File: src/rtl/sent_crc_check.sv
// rtl/sent_crc_check.sv - SENT fast-channel CRC4 receive checker, one nibble per clock.
// Optional error counter enabled by SENT_CRC_CHK_ERRCNT_EN.
module sent_crc_check #(
  parameter logic [3:0] CRC_SEED = 4'h5
) (
  input  logic        clk,
  input  logic        rst,
  input  logic        sent_crc_mode,
  input  logic        chk_req,
  input  logic [2:0]  chk_len,
  input  logic [23:0] chk_data,
  input  logic [3:0]  chk_crc,
  output logic        chk_busy,
  output logic        chk_done,
  output logic        chk_ok,
  output logic        chk_err,
  output logic        chk_len_err,
`ifdef SENT_CRC_CHK_ERRCNT_EN
  input  logic        err_cnt_clr,
  output logic [15:0] err_cnt,
`endif
  output logic [3:0]  chk_calc
);

  typedef enum logic [1:0] {
    IDLE = 2'd0,
    CALC = 2'd1,
    AUG  = 2'd2,
    DONE = 2'd3
  } state_t;

  state_t      state;
  state_t      state_next;
  logic        mode_q;
  logic [2:0]  len_q;
  logic [23:0] sreg;
  logic [3:0]  crc_ref;
  logic [3:0]  crc;
  logic [2:0]  cnt;
  logic        len_bad_q;
  logic        len_bad;
  logic        last_nibble;
  logic        match;

  function automatic logic [3:0] crc_tab(input logic [3:0] idx);
    case (idx)
      4'd0:    crc_tab = 4'd0;
      4'd1:    crc_tab = 4'd13;
      4'd2:    crc_tab = 4'd7;
      4'd3:    crc_tab = 4'd10;
      4'd4:    crc_tab = 4'd14;
      4'd5:    crc_tab = 4'd3;
      4'd6:    crc_tab = 4'd9;
      4'd7:    crc_tab = 4'd4;
      4'd8:    crc_tab = 4'd1;
      4'd9:    crc_tab = 4'd12;
      4'd10:   crc_tab = 4'd6;
      4'd11:   crc_tab = 4'd11;
      4'd12:   crc_tab = 4'd15;
      4'd13:   crc_tab = 4'd2;
      4'd14:   crc_tab = 4'd8;
      default: crc_tab = 4'd5;
    endcase
  endfunction

  assign len_bad     = (chk_len == 3'd0) || (chk_len == 3'd7);
  assign last_nibble = (cnt == 3'(len_q - 3'd1));
  assign match       = (crc == crc_ref) && !len_bad_q;
  assign chk_busy    = (state != IDLE);

  always_ff @(posedge clk or posedge rst) begin
    if (rst) state <= IDLE;
    else     state <= state_next;
  end

  always_comb begin
    state_next = state;
    case (state)
      IDLE: begin
        if (chk_req) state_next = len_bad ? DONE : CALC;
      end
      CALC: begin
        if (last_nibble) state_next = mode_q ? AUG : DONE;
      end
      AUG:     state_next = DONE;
      default: state_next = IDLE;
    endcase
  end

  // Working registers; everything is captured on accept so inputs may move afterwards.
  always_ff @(posedge clk or posedge rst) begin
    if (rst) begin
      mode_q    <= 1'b0;
      len_q     <= 3'd0;
      sreg      <= 24'd0;
      crc_ref   <= 4'd0;
      crc       <= 4'd0;
      cnt       <= 3'd0;
      len_bad_q <= 1'b0;
    end else begin
      case (state)
        IDLE: begin
          if (chk_req) begin
            mode_q    <= sent_crc_mode;
            len_q     <= chk_len;
            sreg      <= chk_data;
            crc_ref   <= chk_crc;
            crc       <= CRC_SEED;
            cnt       <= 3'd0;
            len_bad_q <= len_bad;
          end
        end
        CALC: begin
          crc  <= crc_tab(crc) ^ sreg[23:20];
          sreg <= {sreg[19:0], 4'd0};
          cnt  <= cnt + 3'd1;
        end
        AUG: crc <= crc_tab(crc);
        default: ;
      endcase
    end
  end

  // Result registers update on the edge that ends DONE and hold until the next frame.
  always_ff @(posedge clk or posedge rst) begin
    if (rst) begin
      chk_done    <= 1'b0;
      chk_ok      <= 1'b0;
      chk_err     <= 1'b0;
      chk_len_err <= 1'b0;
      chk_calc    <= 4'd0;
    end else begin
      chk_done <= (state == DONE);
      if (state == DONE) begin
        chk_ok      <= match;
        chk_err     <= !match;
        chk_len_err <= len_bad_q;
        chk_calc    <= len_bad_q ? 4'd0 : crc;
      end
    end
  end

`ifdef SENT_CRC_CHK_ERRCNT_EN
  logic [15:0] err_cnt_r;

  always_ff @(posedge clk or posedge rst) begin
    if (rst)                                          err_cnt_r <= 16'd0;
    else if (err_cnt_clr)                             err_cnt_r <= 16'd0;
    else if (chk_done && chk_err && err_cnt_r != 16'hFFFF) err_cnt_r <= err_cnt_r + 16'd1;
  end

  assign err_cnt = err_cnt_r;
`endif

endmodule

File: config.mk
export PLATFORM = sky130hd
export DESIGN_NAME = sent_crc_check
export DESIGN_NICKNAME = d
export VERILOG_FILES = /design/src/rtl/sent_crc_check.sv
export SDC_FILE = /design/constraint.sdc
export NUM_CORES = 1
export LEC_CHECK = 0
export ABC_CLOCK_PERIOD_IN_PS = 1900
export CAP_MARGIN = 20
export CORE_MARGIN = 1.5
export CORE_UTILIZATION = 55
export DETAILED_ROUTE_END_ITERATION = 7
export DONT_BUFFER_PORTS = 1
export PLACE_DENSITY = 0.76
export SYNTH_ARGS = -nofsm -noshare
export SYNTH_HDL_FRONTEND = slang
export SYNTH_SLANG_ARGS = --single-unit
File: constraint.sdc
create_clock -name clk -period 1.9 [get_ports clk]
set_input_delay 0.38 -clock clk [delete_from_list [all_inputs] [get_ports clk]]
set_output_delay 0.38 -clock clk [all_outputs]
set_load 0.02 [all_outputs]
Yosys cells after proc, flatten, opt, wreduce, memory -nomap -nowiden

Memories as Yosys holds them, arrays and structs flattened.
Cells that the tools add are included.

Register bits: 50
Bits in read-only memories: 128
Input port bits: 35
Output and inout port bits: 9
Memories: 2

Memories:

| name             | depth | bits a word | read ports | clocked after Yosys merged registers in | wr ports | line | text |
|---|---|---|---|---|---|---|---|
| (name not given) | 16    | 4           | 1          | 0                                       | 0        | 46   | `case (idx)` |
| (name not given) | 16    | 4           | 1          | 0                                       | 0        | 46   |  |

Add/subtract/negate cells: 2
Eq/ne operators: 8
Muxes and demuxes: 13
Bitwise logic cells: 1
Reduce and logical (&&, ||, !) cells: 13

Operator list:

| kind                                                                  | number |
|---|---|
| 24-bit case mux with 2 select lines                                   | 1 |
| 24-bit two-way mux                                                    | 1 |
| 4-bit two-way mux                                                     | 3 |
| 4-bit case mux with 3 select lines                                    | 1 |
| 2-bit AND reduction                                                   | 4 |
| 2-bit two-way mux                                                     | 3 |
| 2-bit case mux with 3 select lines                                    | 1 |
| 3-bit case mux with 2 select lines                                    | 1 |
| 2-bit equality test, second input constant                            | 2 |
| 4-bit equality test                                                   | 1 |
| 2-bit != test, second input constant                                  | 2 |
| 2-bit nonzero test                                                    | 2 |
| 4-bit bitwise XOR                                                     | 1 |
| 3-bit by 1-bit adder with 3-bit output, second input constant         | 1 |
| 3-bit equality test                                                   | 1 |
| 3-bit equality test, second input constant                            | 1 |
| 3-bit zero test                                                       | 1 |
| 3-bit two-way mux                                                     | 1 |
| 3-bit nonzero test                                                    | 1 |
| 3-bit by 1-bit subtractor with 3-bit output, second input constant    | 1 |
| 2-bit by 1-bit equality test with 1-bit output, second input constant | 1 |
| 1-bit zero test                                                       | 2 |
| 2-bit zero test                                                       | 1 |
| 1-bit logical AND                                                     | 1 |
| 2 further kinds                                                       | 2 |

Longest topological paths before layout

Gate-level depths: netlist (run 1).

Depth in word-level cells: 5
Mapped depth: 8
Mapped depth without buffers: 6

Worst setup path after synthesis (run 1)

No wires, ideal clock.

Kind: flip-flop to flip-flop
Start point: register state[0]
End point: register crc[0]
Library setup time: 126 ps
Arrival time: 1541 ps
Slack: 233 ps
Stages on the path, launching flop included: 8
Path buffers: 1
Clock period less this slack: 1667 ps
Cells stage by stage: dfrtp_1 > inv_1 > ha_1 > buf_2 > and2b_2 > nor3_1 > mux2_1 > a221o_1

Cells in the longest elaborated chain, start to end: 3

RTL lines:

| element                                                              | line | text |
|---|---|---|
| start, declared                                                      | 32   | `state_t state;` |
| start signal, assigned                                               | 73   | `else state <= state_next;` |
| 2-bit equality test, or another cell as far along                    | 101  | `case (state)` |
| 3-bit nonzero test (no source line) or 2-bit != test (tied branches) | --   |  |
| 2-bit AND reduction (no source line)                                 | --   |  |
| end signal, assigned                                                 | 114  | `crc <= crc_tab(crc) ^ sreg[23:20];` |
| end signal, assigned                                                 | 118  | `AUG: crc <= crc_tab(crc);` |
| end, declared                                                        | 38   | `logic [3:0] crc;` |

Parallel ways exist; a longest one is shown, timed or not.
A chain may end at the register's enable or synchronous reset.

Worst setup path after layout (run 1)

Same ends and word-level chain as after synthesis.

==> results.txt, run 1 <==
The share of post-route cells with drive strength above 1 is 13.19%. Leaving out fill and tap cells, the most frequent cells in the layout are 50 x sky130_fd_sc_hd__dfrtp_1, 30 x sky130_fd_sc_hd__nand2_1, 27 x sky130_fd_sc_hd__o21ai_0. For this configuration, the core starts out at a cell density of 57.33%.

At the worst endpoint, the arrival time is 1.98 ns. The post-detailed-route via-to-cell ratio works out to 5.679. The largest net degree at the start of global routing came out at 27. Setup violations remaining at the end of the flow were counted as 0. The clock skew after layout was 0.005928 ns; the worst-case hold slack was -0.001573 ns.

Counting flops with an async set or reset pin after synthesis yields a share of 100.0%. For the number of H-tree branching levels, the log shows 2. Across every metal layer, demand over resource in global routing totals 19.80%. The relative area change from synthesis to final layout was 6.421%.

The fill cell instance count of the final layout came out at 369. The boundary pin count is 44, and the number of buffers added by the clock tree synthesis step is 5. Setup slack of the worst register-to-register path: 0.12 ns. After synthesis the cells add up to 2514 sq um.

The tools report the final design utilization as 61.02%. The sequential fraction of the synthesis area was 49.78%; the detailed-route wire length was 4429 um. The tree is rooted in a sky130_fd_sc_hd__clkbuf_8. The height of the die is 70.61 um, and the die footprint is 4985 sq um. Summed over all layers, the global routing overflow is 0.

The master of the slowest instance on the critical path is sky130_fd_sc_hd__dfrtp_1. The startpoint identified for the worst register-to-register timing path is state[0]$_DFFE_PP0P_. The quantity of hold-fixing buffers added after cts is 0, and the switching share of total power is 39.38%.

A synthesized cell averages 10.74 sq um. Across the VDD grid, the largest voltage drop is 1.046 mV. TritonCTS built the clock tree. After detailed routing, the number of remaining DRC violations is 0.

The run gives 0 as the initial antenna violation count. The number of failing hold endpoints at the final stage is 5. The run gives 3.068 mW as the internal cell power. The insertion delay to the later sink of the worst-skew pair was 0.30 ns; the cell count after synthesis was 234. For the worst flop-to-flop path, the logic depth is 6.

The logs give 0 for the number of antenna repair diodes and 45.2% for the logic gate share of total power. The number of enable flip-flop cells after synthesis was 0; the overall power was 5.061 mW. The count of clock tree sinks was 50; the first-pass GRT wire length was 7700 um. The endpoint of the worst setup timing path was crc[0]$_DFFE_PP0P_. The clock transition time at the flip-flop clock pins of the worst setup and hold paths was 0.09 ns; the post-synthesis register bit count was 50.

Of the total power, the clock network draws 14.3%. The peak fanout along the critical path works out to 8. Measured against its own limit, the worst slew margin works out to 64.06%. The run gives 4384 sq um as the core footprint. The checks that failed: negative hold slack.

Final worst-path cycle share: 93.74%. The run finished, with violations left. Tracing the worst setup path back leads to its startpoint at state[0]$_DFFE_PP0P_.

The shortest period the worst path allows works out to 1.781 ns. The startpoint type of the worst setup path is a flop. Yosys mapped the design onto 39 distinct sky130hd cell types. Buffers placed on the I/O ports in this run total 0.

In this run the core area contains 24 standard-cell rows. The detailed router finished its first iteration with 113 violations. The first detailed-routing pass took 4 iterations. The startpoint-to-endpoint class of the critical path is reg -> reg.

For the weighted congestion at the end of routability-driven global placement, the log shows 0.8095. Walking the worst path, the cells encountered are inv_1 -> ha_2 -> and2b_2 -> nor3_1 -> mux2_1 -> a221o_1. For this design the static power due to leakage is 1.182 nW. Of the total power, registers draw 40.5%. Number of pins exceeding their max-slew limit in the final report: 0. For the worst setup path, the data required time is 2.09 ns. Routed length per placed instance: 15.43 um. In this run the remaining antenna-violating nets after routing total 0. The net count after synthesis is 275.

The width of the die came out at 70.61 um. The tools report the count of maximum capacitance violations as 0. The most used flip-flop cell after synthesis is sky130_fd_sc_hd__dfrtp_1. Based on the critical path, the design can be clocked at up to 561.5 MHz. The post-layout net count is 275.

STA classifies the critical path endpoint as a flop. Setup repair after global routing could not meet its margin everywhere. The run gives 1630 as the total vias in the final route.

The longest individual stage delay on the worst path was 0.44 ns. The run gives 1.993 mW as the switching power. In this run the critical register-to-register path is captured at crc[0]$_DFFE_PP0P_. During synthesis, Yosys emitted a total of 0 warnings.

The library cell used most frequently in the layout, excluding fill and tap cells, is sky130_fd_sc_hd__dfrtp_1. In this run the worst hold path is classified as in -> async. The power per cell area was 1892 nW/um^2; the worst-case clock buffer depth was 2. The tools report the estimated wirelength of the detail-placed design as 3138 um.

For the pin with the worst max-slew slack, the measured transition is 0.5383 ns. The via count of the first global-routing pass is 1701.
==> power by group through the flow <==
| stage | registers (mW) | logic [mW] | clock network (mW) |
|---|---|---|---|
| finish | 2.05 | 2.29 | 0.724 |
| global route | 2.12 | 2.59 | 0.787 |
| CTS | 2.05 | 2.30 | 0.743 |
| detailed placement | 2.07 | 2.26 | 0 |
| global placement | 2.04 | 2.20 | 0 |
| floorplan | 1.91 | 1.98 | 0 |
==> metal layers <==
metal  global-route usage, %  vias up  wire [um]
met5                       0        -          0
met4                   9.644        0        113
met3                   5.413       12        222
met2                   31.76       37       2129
met1                   25.02      780       1963
li1                        -      801          -
==> worst max-delay path, delay by kind of cell, from the launching register on <==
| family | cells | cell delay, ns |
|---|---|---|
| adder cells (fa/ha/maj) | 1 | 0.27 |
| AND/OR/NAND/NOR | 2 | 0.28 |
| buffers and inverters | 1 | 0.10 |
| flip-flops | 1 | 0.44 |
| AO/OA/AOI/OAI | 1 | 0.28 |
| multiplexers | 1 | 0.30 |
==> synth_stat cells (2+ instances only) <==
library cell	instances	share of area, %
sky130_fd_sc_hd__a21oi_1	3	0.60
sky130_fd_sc_hd__a22o_1	5	1.7
sky130_fd_sc_hd__o21ai_0	27	5.4
sky130_fd_sc_hd__ha_1	6	3.0
sky130_fd_sc_hd__nand2b_1	3	0.75
sky130_fd_sc_hd__inv_1	15	2.2
sky130_fd_sc_hd__mux2_2	9	4.0
sky130_fd_sc_hd__nor3_1	3	0.60
sky130_fd_sc_hd__clkbuf_1	2	0.30
sky130_fd_sc_hd__a31o_2	2	0.70
sky130_fd_sc_hd__o2bb2ai_1	3	1.0
sky130_fd_sc_hd__mux2i_1	22	8.8
sky130_fd_sc_hd__nand3_1	4	0.80
sky130_fd_sc_hd__xor2_1	4	1.4
sky130_fd_sc_hd__o21ai_1	6	1.2
sky130_fd_sc_hd__dfrtp_1	50	50
sky130_fd_sc_hd__buf_4	3	0.90
sky130_fd_sc_hd__xnor2_1	8	2.8
sky130_fd_sc_hd__buf_2	7	1.4
sky130_fd_sc_hd__nor2b_1	3	0.75
sky130_fd_sc_hd__nand2_1	30	4.5
sky130_fd_sc_hd__a211oi_1	2	0.60
==> state kept, by name (all words and copies together) (netlist names) <==
register     cells
sreg            24
chk_calc         4
crc              4
crc_ref          4
cnt              3
len_q            3
state            2
chk_done         1
chk_err          1
chk_len_err      1
chk_ok           1
len_bad_q        1
mode_q           1
==> worst min path at each step <==
stage / cells past startpoint / slack [ns] / end
2_1_floorplan: 2 / 0.45 / sreg[10]$_DFFE_PP0P_
3_3_place_gp: 1 / 0.34 / sreg[0]$_DFFE_PP0P_
3_5_place_dp: 1 / 0.35 / sreg[0]$_DFFE_PP0P_
4_1_cts: 1 / 0.02 / crc_ref[1]$_DFFE_PP0P_
5_1_grt: 1 / 0.04 / crc_ref[1]$_DFFE_PP0P_
6_report: 1 / -0.002 / crc_ref[1]$_DFFE_PP0P_
==> final cells by class <==
type | count | area, sq um | share of cell area (%)
well taps | 52 | 65.06 | 2.432
inverters | 15 | 56.30 | 2.105
clock buffers | 7 | 76.32 | 2.853
repair buffers | 6 | 57.56 | 2.152
multi-input cells | 156 | 1139 | 42.56
clock inverters | 1 | 30.03 | 1.123
flip-flops and latches | 50 | 1251 | 46.77
==> logic make-up after synthesis <==
group | Yosys count | share of synthesized area [%]
compound gates | 55 | 13.69
xor+xnor | 14 | 5.774
simple gates | 49 | 9.259
fa+ha+maj | 6 | 2.986
buf+inv | 28 | 5.276
mux | 32 | 13.24
flops | 50 | 49.78
==> repair_timing <==
item / CTS / global route
buffers inserted: 0 / 0
resized for setup: 0 / 1
setup endpoints to repair: 0 / 19
hold endpoints to repair: 0 / 0
==> through the flow <==
stage	setup TNS (ns)	area (sq um)	setup WS [ns]	hold slack [ns]	cells
3_3_place_gp	0	2566	0.1260	0.3412	279
5_1_grt	-0.005556	2675	-0.005556	0.04039	287
2_1_floorplan	0	2514	0.2333	0.4496	234
3_5_place_dp	0	2566	0.06658	0.3465	279
6_report	0	2675	0.1190	-0.001573	287
4_1_cts	0	2673	0.05178	0.01637	287
(Power assumes the default switching activity.)
==> run 2: changes to the inputs <==
--- a/config.mk
+++ b/config.mk
@@ -8,10 +8,11 @@
 export ABC_CLOCK_PERIOD_IN_PS = 1900
 export CAP_MARGIN = 20
 export CORE_MARGIN = 1.5
-export CORE_UTILIZATION = 55
+export CORE_UTILIZATION = 62
 export DETAILED_ROUTE_END_ITERATION = 7
 export DONT_BUFFER_PORTS = 1
-export PLACE_DENSITY = 0.76
+export PLACE_DENSITY = 0.84
+export SKIP_CTS_REPAIR_TIMING = 1
 export SYNTH_ARGS = -nofsm -noshare
 export SYNTH_HDL_FRONTEND = slang
 export SYNTH_SLANG_ARGS = --single-unit
==> run 2 against run 1 <==
Compared with the run above: the flow now finishes without violations; total power fell by 1.2%; die area fell by 11%; fmax rose by 0.78%; sequential power barely moved; flip-flop and latch count did not move; core utilization rose by 9.9 points; largest cell class unchanged.
==> results.txt, run 2 (synthesis gave the netlist of run 1 again) <==
The run finished with clean final reports. The tools report the core footprint as 3771 sq um (-14%). The transition time of the tightest slew-check pin works out to 0.4702 ns (-0.06807 ns). The count of input and output buffers is 0 (unchanged), and the fill cell instance count of the final layout is 266 (-28%). The final number of setup-violating endpoints is 0 (unchanged), and the peak fanout along the critical path is 7 (-1). For the total overflow reported by the global router, the log shows 0 (unchanged). In this run the critical register-to-register path is launched from state[0]$_DFFE_PP0P_.

The detailed-route wire length was 4537 um (+2.4%). For the maximum operating frequency, the log shows 565.9 MHz (+0.78%). The worst setup path is launched from a flop.

The number of failing hold endpoints at the final stage is 0 (-5), and the number of placement rows is 22 (-8.3%). The share of post-route cells with drive strength above 1 is 13.56% (+0.37 points). The number of flip-flops in the largest register is 24 (unchanged), and the clock skew after layout is 0.006372 ns (+0.0004440 ns). The number of violations reported at the end of detailed-routing iteration 0 came out at 111 (-1.8%). The post-detailed-route via-to-cell ratio is 5.768 (+1.6%). The logs give 2 (unchanged) for the worst-case clock buffer depth and 66.66% (+9.3 points) for the starting density of the core. The height of the die came out at 66.68 um (-5.6%). Final worst-path cycle share: 93.01% (-0.73 points).

The routed length per placed instance was 15.98 um (+3.5%). The first-pass GRT wire length is 7817 um (+1.5%). The logs give 39 (+44%) for the largest net degree at the start of global routing and 50 (unchanged) for the count of clock tree sinks. The critical path data arrival time came out at 1.39 ns (-0.59 ns).

Following the worst setup path forward leads to its endpoint at chk_busy. The run gives 0.8130 (+0.43%) as the weighted congestion at the end of routability-driven global placement. Setup repair after global routing left no endpoint under its margin. The clock tree root driver cell is sky130_fd_sc_hd__clkbuf_8. Leaving out fill and tap cells, the most frequent cell in the layout is sky130_fd_sc_hd__dfrtp_1. The number of iterations in the first detailed-routing pass is 4 (unchanged). The run gives 1.52 ns (-0.57 ns) as the worst endpoint required time. The logs give 1693 (-0.47%) for the via count of the first global-routing pass and 44 (unchanged) for the boundary pin count.

Class of the tightest hold or removal check: in -> reg. TritonCTS built the clock tree. Leaving out fill and tap cells, the most frequent cells in the layout are 50 x sky130_fd_sc_hd__dfrtp_1, 30 x sky130_fd_sc_hd__nand2_1, 27 x sky130_fd_sc_hd__o21ai_0.

Startpoint-to-endpoint class of the critical path: reg -> out. The shortest period the worst path allows works out to 1.767 ns (-0.01387 ns). For the number of buffers added by the clock tree synthesis step, the log shows 5 (unchanged). The relative slew slack is 68.59% (+4.5 points).

The run gives 2 (unchanged) as the number of H-tree branching levels. The logs give 0 (unchanged) for the count of maximum capacitance violations and 3365 um (+7.2%) for the estimated wirelength of the detail-placed design. The final total negative setup slack was 0 ns (unchanged); the worst-case hold slack was 0.2018 ns (+0.2034 ns).

Cell count of the worst reg-to-reg path: 6 (unchanged). The clock transition time at the flip-flop clock pins of the worst setup and hold paths is 0.09 ns (about the same). The run gives 277 (+0.73%) as the post-layout net count. The register with the most flip-flops in the final layout is sreg. The initial antenna violation count came out at 0 (unchanged).

The worst setup path is captured at a primary output. For the setup slack of the worst register-to-register path, the log shows 0.19 ns (+0.07 ns). The worst register-to-register path ends at sreg[6]$_DFFE_PP0P_. The power per cell area was 1869 nW/um^2 (-1.2%); the insertion delay to the later sink of the worst-skew pair was 0.31 ns (about the same). The tools report the critical path launch point as state[0]$_DFFE_PP0P_.

Count of antenna-violating nets left after detailed routing: 0 (unchanged). The total vias in the final route is 1638 (+0.49%). The logs give 1.180 nW (-0.14%) for the leakage power and 0 (unchanged) for the number of pins exceeding their max-slew limit in the final report.

Highest ir drop seen on vdd: 1.286 mV (+23%). The run gives 0 (unchanged) as the number of antenna repair diodes. The relative area change from synthesis to final layout is 6.421% (unchanged), and the die footprint is 4446 sq um (-11%).

The tools report the final routed DRC violation total as 0 (unchanged). The overall routing resource usage was 23.97% (+4.2 points); the width of the die was 66.68 um (-5.6%).
## run 2: layout make-up
cell class | count | area, sq um | share of cell area (%)
Sequential cell | 50 | 1251 | 46.77
Tap cell | 48 | 60.06 | 2.245
Inverter | 15 | 56.30 | 2.105
Clock buffer | 5 | 68.82 | 2.572
Timing Repair Buffer | 8 | 87.58 | 3.274
Multi-Input combinational cell | 156 | 1136 | 42.47
Clock inverter | 2 | 15.01 | 0.5613
## run 2: where the power goes
group	internal (mW)	switching, mW
Combinational	1.15	1.20
Sequential	1.58	0.475
Clock	0.252	0.347
Total	2.98	2.02
## run 2: worst min-delay path by stage
stage                         startpoint              endpoint  slack [ns]  cells past startpoint
finish                       chk_data[1]   sreg[1]$_DFFE_PP0P_        0.20                      1
global route                 chk_data[3]   sreg[3]$_DFFE_PP0P_        0.19                      1
global placement                     rst   sreg[0]$_DFFE_PP0P_        0.30                      1
CTS                                  rst  sreg[14]$_DFFE_PP0P_       -0.04                      1
detailed placement                   rst   sreg[0]$_DFFE_PP0P_        0.30                      1
floorplan           sreg[10]$_DFFE_PP0P_  sreg[10]$_DFFE_PP0P_        0.45                      2
## run 2: critical path: stages (launching register included)
cell and delay, ns:
sky130_fd_sc_hd__dfrtp_1 0.40, sky130_fd_sc_hd__inv_1 0.08, sky130_fd_sc_hd__ha_1 0.21, sky130_fd_sc_hd__buf_4 0.16
sky130_fd_sc_hd__inv_1 0.07, sky130_fd_sc_hd__buf_4 0.16
## run 2: layer usage
layer / share of wire, % / track usage, % / wire length (um)
met4: 0.57 / 8.163 / 26
met3: 4.5 / 7.095 / 204
met2: 52 / 40.25 / 2360
met5: 0 / 0 / 0
met1: 43 / 29.49 / 1945
## run 2: through the flow
stage	instances	power, mW	instance area (sq um)	worst slack (ns)	util [%]
2_1_floorplan	234	3.887	2514	0.2333	-
5_1_grt	284	5.447	2675	0.05099	70.94
3_3_place_gp	276	4.289	2581	0.2935	68.45
4_1_cts	283	5.030	2665	0.1357	70.67
6_report	284	4.999	2675	0.1328	70.94
3_5_place_dp	276	4.430	2581	0.2008	68.45
==> run 3: changes to the inputs <==
--- a/config.mk
+++ b/config.mk
@@ -13,6 +13,7 @@
 export DONT_BUFFER_PORTS = 1
 export PLACE_DENSITY = 0.84
 export SKIP_CTS_REPAIR_TIMING = 1
+export SLEW_MARGIN = 30
 export SYNTH_ARGS = -nofsm -noshare
 export SYNTH_HDL_FRONTEND = slang
 export SYNTH_SLANG_ARGS = --single-unit
==> results of run 3 <==
Same layout as run 2: the final DEF is identical, and so are final timing and power.
